$ cat src/rtl/hiscore_xfer.sv
// High-score transfer engine: stages a high-score file between the HPS ioctl bus
// and the core's high-score RAM port, restoring after download and dumping on request.
module hiscore_xfer #(
  parameter logic [10:0] HS_START      = 11'h000,
  parameter int          HS_LEN        = 64,
  parameter logic [7:0]  HS_INDEX      = 8'd4,
  parameter logic [23:0] RESTORE_DELAY = 24'd4_915_200
) (
  input  logic        clk_49m,
  input  logic        reset_n,
  input  logic        ioctl_download,
  input  logic        ioctl_upload,
  input  logic [7:0]  ioctl_index,
  input  logic [24:0] ioctl_addr,
  input  logic        ioctl_wr,
  input  logic [7:0]  ioctl_data,
  output logic [7:0]  ioctl_din,
  input  logic        save_req,
  output logic [10:0] hs_address,
  output logic [7:0]  hs_data_in,
  input  logic [7:0]  hs_data_out,
  output logic        hs_write,
  output logic        hs_access,
  output logic        pause_req,
  output logic        busy,
  output logic        loaded,
  output logic        dump_done
);

  localparam int AW = (HS_LEN > 1) ? $clog2(HS_LEN) : 1;
  localparam int CW = $clog2(HS_LEN + 1);

  typedef enum logic [2:0] {
    S_IDLE,
    S_DELAY,
    S_PAUSE,
    S_RESTORE,
    S_DUMP
  } state_t;

  state_t         r_state;
  logic           r_dir_dump;
  logic           r_got_data;
  logic           r_dl_d;
  logic [23:0]    r_dly;
  logic [CW-1:0]  r_cnt;
  logic [10:0]    r_hs_address;
  logic [7:0]     r_hs_data_in;
  logic           r_hs_write;
  logic           r_hs_access;
  logic           r_pause;
  logic           r_loaded;
  logic           r_dump_done;
  logic [7:0]     r_ioctl_din;
  logic [7:0]     r_buf [HS_LEN];

  logic           w_dl_fall;
  logic           w_dl_rise;
  logic           w_capture;
  logic           w_up_sel;
  logic           w_up_in_range;
  logic           w_dump_wr;
  logic [AW-1:0]  w_dump_idx;

  assign w_dl_fall     = r_dl_d & ~ioctl_download;
  assign w_dl_rise     = ~r_dl_d & ioctl_download;
  assign w_capture     = ((r_state == S_IDLE) || (r_state == S_DELAY)) &&
                         ioctl_download && (ioctl_index == HS_INDEX) && ioctl_wr &&
                         (ioctl_addr < 25'(HS_LEN));
  assign w_up_sel      = ioctl_upload && (ioctl_index == HS_INDEX);
  assign w_up_in_range = (ioctl_addr < 25'(HS_LEN));
  // Core read data lags the address by one cycle, so DUMP cycle c stores byte c-1.
  assign w_dump_wr     = (r_state == S_DUMP) && (r_cnt != '0);
  assign w_dump_idx    = AW'(r_cnt - CW'(1));

  // Port A write: dump capture and download capture never overlap in state.
  always_ff @(posedge clk_49m) begin
    if (w_dump_wr) begin
      r_buf[w_dump_idx] <= hs_data_out;
    end else if (w_capture) begin
      r_buf[ioctl_addr[AW-1:0]] <= ioctl_data;
    end
  end

  // Port B: upload read path, independent of the state machine.
  always_ff @(posedge clk_49m or negedge reset_n) begin
    if (!reset_n) begin
      r_ioctl_din <= 8'h00;
    end else if (w_up_sel) begin
      r_ioctl_din <= w_up_in_range ? r_buf[ioctl_addr[AW-1:0]] : 8'h00;
    end
  end

  always_ff @(posedge clk_49m or negedge reset_n) begin
    if (!reset_n) begin
      r_state      <= S_IDLE;
      r_dir_dump   <= 1'b0;
      r_got_data   <= 1'b0;
      r_dl_d       <= 1'b0;
      r_dly        <= '0;
      r_cnt        <= '0;
      r_hs_address <= '0;
      r_hs_data_in <= '0;
      r_hs_write   <= 1'b0;
      r_hs_access  <= 1'b0;
      r_pause      <= 1'b0;
      r_loaded     <= 1'b0;
      r_dump_done  <= 1'b0;
    end else begin
      r_dl_d      <= ioctl_download;
      r_dump_done <= 1'b0;
      if (w_capture) begin
        r_got_data <= 1'b1;
      end
      case (r_state)
        S_IDLE: begin
          if (w_dl_fall && r_got_data) begin
            r_state    <= S_DELAY;
            r_dly      <= '0;
            r_got_data <= 1'b0;
          end else if (save_req) begin
            r_state    <= S_PAUSE;
            r_dir_dump <= 1'b1;
            r_pause    <= 1'b1;
            r_cnt      <= '0;
          end
        end
        S_DELAY: begin
          // A new download restarts the load; the core is left untouched.
          if (w_dl_rise) begin
            r_state <= S_IDLE;
          end else if (r_dly == RESTORE_DELAY - 24'd1) begin
            r_state    <= S_PAUSE;
            r_dir_dump <= 1'b0;
            r_pause    <= 1'b1;
            r_cnt      <= '0;
          end else begin
            r_dly <= r_dly + 24'd1;
          end
        end
        S_PAUSE: begin
          if (r_cnt == CW'(1)) begin
            r_cnt <= '0;
            if (r_dir_dump) begin
              r_state      <= S_DUMP;
              r_hs_access  <= 1'b1;
              r_hs_write   <= 1'b0;
              r_hs_data_in <= 8'h00;
              r_hs_address <= HS_START;
            end else begin
              r_state <= S_RESTORE;
            end
          end else begin
            r_cnt <= r_cnt + CW'(1);
          end
        end
        S_RESTORE: begin
          // The buffer read of byte i and its presentation on the port share one edge.
          if (r_cnt == CW'(HS_LEN)) begin
            r_state      <= S_IDLE;
            r_hs_access  <= 1'b0;
            r_hs_write   <= 1'b0;
            r_hs_data_in <= 8'h00;
            r_hs_address <= '0;
            r_pause      <= 1'b0;
            r_loaded     <= 1'b1;
            r_cnt        <= '0;
          end else begin
            r_hs_access  <= 1'b1;
            r_hs_write   <= 1'b1;
            r_hs_address <= HS_START + 11'(r_cnt);
            r_hs_data_in <= r_buf[r_cnt[AW-1:0]];
            r_cnt        <= r_cnt + CW'(1);
          end
        end
        S_DUMP: begin
          if (r_cnt == CW'(HS_LEN)) begin
            r_state      <= S_IDLE;
            r_hs_access  <= 1'b0;
            r_hs_address <= '0;
            r_pause      <= 1'b0;
            r_dump_done  <= 1'b1;
            r_cnt        <= '0;
          end else begin
            // The last address is held through the final capture cycle.
            if (r_cnt < CW'(HS_LEN - 1)) begin
              r_hs_address <= r_hs_address + 11'd1;
            end
            r_cnt <= r_cnt + CW'(1);
          end
        end
        default: begin
          r_state <= S_IDLE;
        end
      endcase
    end
  end

  assign ioctl_din  = r_ioctl_din;
  assign hs_address = r_hs_address;
  assign hs_data_in = r_hs_data_in;
  assign hs_write   = r_hs_write;
  assign hs_access  = r_hs_access;
  assign pause_req  = r_pause;
  assign busy       = (r_state != S_IDLE);
  assign loaded     = r_loaded;
  assign dump_done  = r_dump_done;

endmodule

$ cat config.mk
export PLATFORM = sky130hd
export DESIGN_NAME = hiscore_xfer
export DESIGN_NICKNAME = d
export VERILOG_FILES = /design/src/rtl/hiscore_xfer.sv
export SDC_FILE = /design/constraint.sdc
export NUM_CORES = 1
export LEC_CHECK = 0
export CAP_MARGIN = 20
export CORE_MARGIN = 5
export CORE_UTILIZATION = 25
export CTS_BUF_LIST = sky130_fd_sc_hd__clkbuf_4 sky130_fd_sc_hd__clkbuf_8
export DETAILED_ROUTE_END_ITERATION = 12
export GPL_ROUTABILITY_DRIVEN = 0
export SYNTH_ARGS = -nofsm -noshare
export SYNTH_HDL_FRONTEND = slang
export SYNTH_SLANG_ARGS = --single-unit
$ cat constraint.sdc
create_clock -name clk_49m -period 4.4 [get_ports clk_49m]
set_input_delay 0.66 -clock clk_49m [delete_from_list [all_inputs] [get_ports clk_49m]]
set_output_delay 0.66 -clock clk_49m [all_outputs]
set_load 0.05 [all_outputs]
Word level (Yosys, flattened, before mapping)

Memories as Yosys holds them, arrays and structs flattened.
Cells that the tools add are included.

Flip-flop bits (word level): 69
Bits in writable memories: 512
Memories: 1

$add $sub $neg: 4
Order comparisons: 2
Eq/ne operators: 21
Mux-type cells: 59
Bitwise gates (word level): 4
Reductions and logical operators: 27

Memories:

| name  | depth | width | read ports | clocked after Yosys merged registers in | write ports | RTL line | RTL |
|---|---|---|---|---|---|---|---|
| r_buf | 64    | 8     | 2          | 0                                       | 1           | 55       | `logic [7:0] r_buf [HS_LEN];` |

Operator list:

| cell                    | number |
|---|---|
| $mux W24                | 3 |
| $mux W7                 | 7 |
| $pmux W24 S2            | 1 |
| $mux W11                | 4 |
| $mux W8                 | 5 |
| $pmux W11 S3            | 1 |
| $pmux W7 S4             | 1 |
| $lt A25 B7 Y1 const B   | 1 |
| $add A24 B1 Y24 const B | 1 |
| $eq A24 B23 Y1 const B  | 1 |
| $mux W1                 | 23 |
| $mux W3                 | 7 |
| $pmux W8 S2             | 1 |
| $reduce_and A4 Y1       | 4 |
| $ne A2 B2 Y1 const B    | 6 |
| $pmux W3 S4             | 1 |
| $add A11 B1 Y11 const B | 1 |
| $reduce_and A5 Y1       | 2 |
| $reduce_bool A3 Y1      | 3 |
| $eq A8 B3 Y1 const B    | 1 |
| $ne A2 B1 Y1 const B    | 4 |
| $reduce_or A8 Y1        | 1 |
| $add A7 B1 Y7 const B   | 1 |
| $eq A7 B1 Y1 const B    | 1 |
| 23 further kinds        | 36 |

Depth between registers and ports, before layout

Depth after elaboration: 11
Depth in mapped cells: 12

Least setup slack after synthesis

No wires, ideal clock.

Path type: register to register
From: reg r_cnt[1]
To: mem r_buf[8][0], enable pin
Data arrival time: 2.930 ns
Data required time: 4.030 ns
Slack: 1.100 ns
Cell stages (with the launch flop): 12
Path buffers: 3
Period minus slack after synthesis: 3.300 ns
Path through: dfrtp_1 buf_2 buf_2 buf_1 inv_1 ha_1 nor4b_2 a21o_1 or2_2 o32a_4 or2_1 nor2_1

Word-level cells in the longest chain between the ends: 6
Elaborated cells between the ends (all ways): 10
Those cells by class: 1 x add/sub; 6 x mux; 3 x reduce/logical

Ends and longest elaborated chain:

| element                                             | RTL line | RTL |
|---|---|---|
| start, declared                                     | 46       | `logic [CW-1:0] r_cnt;` |
| start signal, assigned                              | 154      | `r_cnt <= r_cnt + CW'(1);` |
| start signal, assigned                              | 173      | `r_cnt <= r_cnt + CW'(1);` |
| start signal, assigned                              | 189      | `r_cnt <= r_cnt + CW'(1);` |
| $reduce_bool A7 Y1                                  | 73       | `assign w_dump_wr = (r_state == S_DUMP) && (r_cnt != '0);` |
| $logic_and A1 B1 Y1                                 | 73       |  |
| $mux W1                                             | 78       | `if (w_dump_wr) begin` |
| $mux W1 (not written as such)                       | 81       | `r_buf[ioctl_addr[AW-1:0]] <= ioctl_data;` |
| $reduce_or A8 Y1 (no source line)                   | -        |  |
| $mux W6 (no source line) or $mux W1 (tied branches) | -        |  |
| end, declared                                       | 55       |  |

Several ways; a longest one is shown, not always the timed one.

Worst setup path in the final report

From: reg r_cnt[0]
To: mem r_buf[5][4], enable pin

Same word-level chain as after synthesis.

==> results.json <==
{
  "status": "completed",
  "port_buffers": 87,
  "fin_crit_ns": 3.58,
  "tns_ns": 0,
  "post-route-period-util": 0.813,
  "rsz0062_at_grt": "false",
  "netlist_area_mm2": 0.0285,
  "cp-end-kind": "flip-flop",
  "cts_resized": 0,
  "drt-initial-drc-count": 2293,
  "finalWirelength_um": 89000,
  "grt_max_degree": 131,
  "final_common_cell": "edfxtp_1",
  "n_fill_cell": 11100,
  "start_util": 0.253,
  "power_w": 0.0163,
  "max_slew.worst_pin.slew_ns": 1.09,
  "grt_pass1_vias": 19200,
  "vias_per_cell": 5.32,
  "cts_tree": "built",
  "hold_violations": 0,
  "die_x_um": 348,
  "fin_nets": 2090,
  "cts_sinks": 581,
  "synthArstFlopShare": 0.119,
  "leakagePower_nw": 11.2,
  "post-cts-setup-buffer-count": 0,
  "clk-insertion-delay-late_ns": 0.71,
  "holdBufCountCts": 1,
  "grt_pass1_wl_um": 130000,
  "crit_path_start_kind": "flip-flop",
  "synth-main-ff-cell": "edfxtp_1",
  "num_vias": 19200,
  "coreArea_mm2": 0.113,
  "synth-seq-cells": 581,
  "place_area_mm2": 0.0315,
  "dieHeight_um": 348,
  "rows": 123,
  "final.setup.worst_slack_ns": 0.821,
  "wl_per_cell_um": 24.7,
  "syn_area_per_cell_um2": 15.3,
  "grt_antenna_before_repair": 3,
  "hold_class": "in -> async",
  "grt_overflow_total": 0,
  "clockRootBuffer": "clkbuf_8",
  "setup_viol": 0,
  "final_cell_mix": "edfxtp_1, mux2i_1, mux4_2",
  "first_pass_iters": 6,
  "maxSlewViolCount": 0,
  "multi_input_area_mm2": 0.0107,
  "critical_path_class": "reg -> reg",
  "max-cap-violations": 0,
  "cp_max_fo": 8,
  "stdcell_area_mm2": 0.0334,
  "ys_warn_count": 0,
  "synth_area_leaders": "edfxtp_1, mux4_2, mux2i_1",
  "dieArea_mm2": 0.121,
  "synth_top_area_share": 0.539,
  "yosysUniqueCellTypes": 84,
  "vdd_drop_max_v": 0.000644,
  "grt.total_usage": 0.141,
  "dpl_worst_slack_ns": 0.245,
  "drc_errors": 0,
  "synthToLayoutAreaGrowth_pct": 17.3,
  "clk_pin_slew_ns": 0.06,
  "yosys.area.top_type": "edfxtp_1",
  "ios": 88,
  "synthCells": 1865,
  "synth_edf_count": 512,
  "drive_gt1_frac": 0.238,
  "regArea_mm2": 0.0171,
  "cts_buffers": 95,
  "synth_seq_area_share": 0.600,
  "arrival_ns": 3.90,
  "synth_nets": 1925,
  "dp.final_hpwl_um": 59500,
  "htree_levels": 3,
  "fmax_ghz": 0.279,
  "postRouteAntennaNets": 0,
  "finalClockSkew_ns": 0.0470,
  "maxSlewHeadroom": 0.271,
  "clockBufferDepth": 3,
  "worst-endpoint-required_ns": 4.72,
  "power_density_mw_per_mm2": 488
}
==> state kept, by name, indices dropped and copies added (netlist names) <==
signal	flops
dump_done	1
hs_access	1
hs_address	11
hs_data_in	8
hs_write	1
ioctl_din	8
loaded	1
pause_req	1
r_buf	512
r_cnt	7
r_dir_dump	1
r_dl_d	1
r_dly	24
r_got_data	1
r_state	3
==> cell families (layout without fill, tap and decap cells) <==
kind of cell,Yosys count,count (layout),synth area share
buffers and inverters,148,386,0.0253
multiplexers,398,398,0.214
adder cells (fa/ha/maj),5,5,0.00219
flip-flops,581,581,0.600
AO/OA/AOI/OAI,353,353,0.0879
other,0,2,0
XOR/XNOR,13,13,0.00399
AND/OR/NAND/NOR,367,367,0.0662
==> cell type report <==
cell class	count	share of cell area
Clock inverter	43	0.00996
Timing Repair Buffer	203	0.0539
Clock buffer	127	0.0467
Inverter	13	0.00146
Sequential cell	581	0.512
Tap cell	1500	0.0561
Multi-Input combinational cell	1136	0.320
Antenna cell	2	0.000150
==> metrics by stage <==
| stage | hold slack [ns] | util | instances |
|---|---|---|---|
| 3_5_place_dp | 0.507 | 0.279 | 3432 |
| 2_1_floorplan | 0.364 | - | 1865 |
| 5_1_grt | 0.539 | 0.296 | 3604 |
| 4_1_cts | 0.504 | 0.296 | 3603 |
| 6_report | 0.512 | 0.296 | 3605 |
| 3_3_place_gp | 0.481 | 0.279 | 3432 |
==> power by group <==
part	leakage [nW]	switching, W	internal [W]	total, W
Combinational	4.68	0.00327	0.00195	0.00522
Clock	0.991	0.00222	0.00255	0.00477
Sequential	5.53	0.000177	0.00616	0.00634
Total	11.2	0.00567	0.0107	0.0163
==> metal layers <==
metal,GRT usage,wire (um),vias up
li1,-,-,7973
met1,0.202,38100,9953
met2,0.215,39700,1087
met3,0.0333,8850,157
met4,0.0411,2400,0
met5,0,0,-
==> Yosys cell counts (6+ instances only) <==
master,n
a211oi_1,20
a21oi_1,42
a221o_1,6
a221oi_1,14
a22oi_1,85
a311o_1,6
a31oi_1,24
a32o_1,8
and2_1,13
and3_1,13
and4_1,6
buf_1,14
buf_2,41
buf_4,20
clkbuf_1,53
dfrtp_1,69
edfxtp_1,512
inv_1,12
mux2_2,33
mux2i_1,198
mux4_2,167
nand2_1,72
nand2b_1,11
nand3_1,30
nand4_1,8
nor2_1,123
nor2b_1,18
nor3_1,13
o211ai_1,12
o21ai_0,45
o22ai_1,34
o311a_1,7
o31ai_1,7
or3_1,16
or4_1,9
xor2_1,9
==> critical path: stages (launching register included) <==
cell and delay [ns]:
dfrtp_4 0.52, inv_1 0.23, ha_1 0.44, nor3b_1 0.39, xnor2_1 0.21, nand3_1 0.21
nor2_1 0.26, a22oi_1 0.22, nor2_1 0.74
==> path summary, 6_finish.rpt <==
path,from,end,slack (ns),cells after the start
setup / recovery,r_cnt[0],r_buf[5][4],0.82,8
hold / removal,reset_n,r_dly[18],0.51,2
setup reg to reg,r_cnt[0],r_buf[5][4],0.82,8
hold reg to reg,loaded,loaded,0.51,1
max in group asynchronous,reset_n,r_cnt[1],2.92,3
min in group clk_49m,loaded,loaded,0.51,1
(Power assumes the default switching activity.)
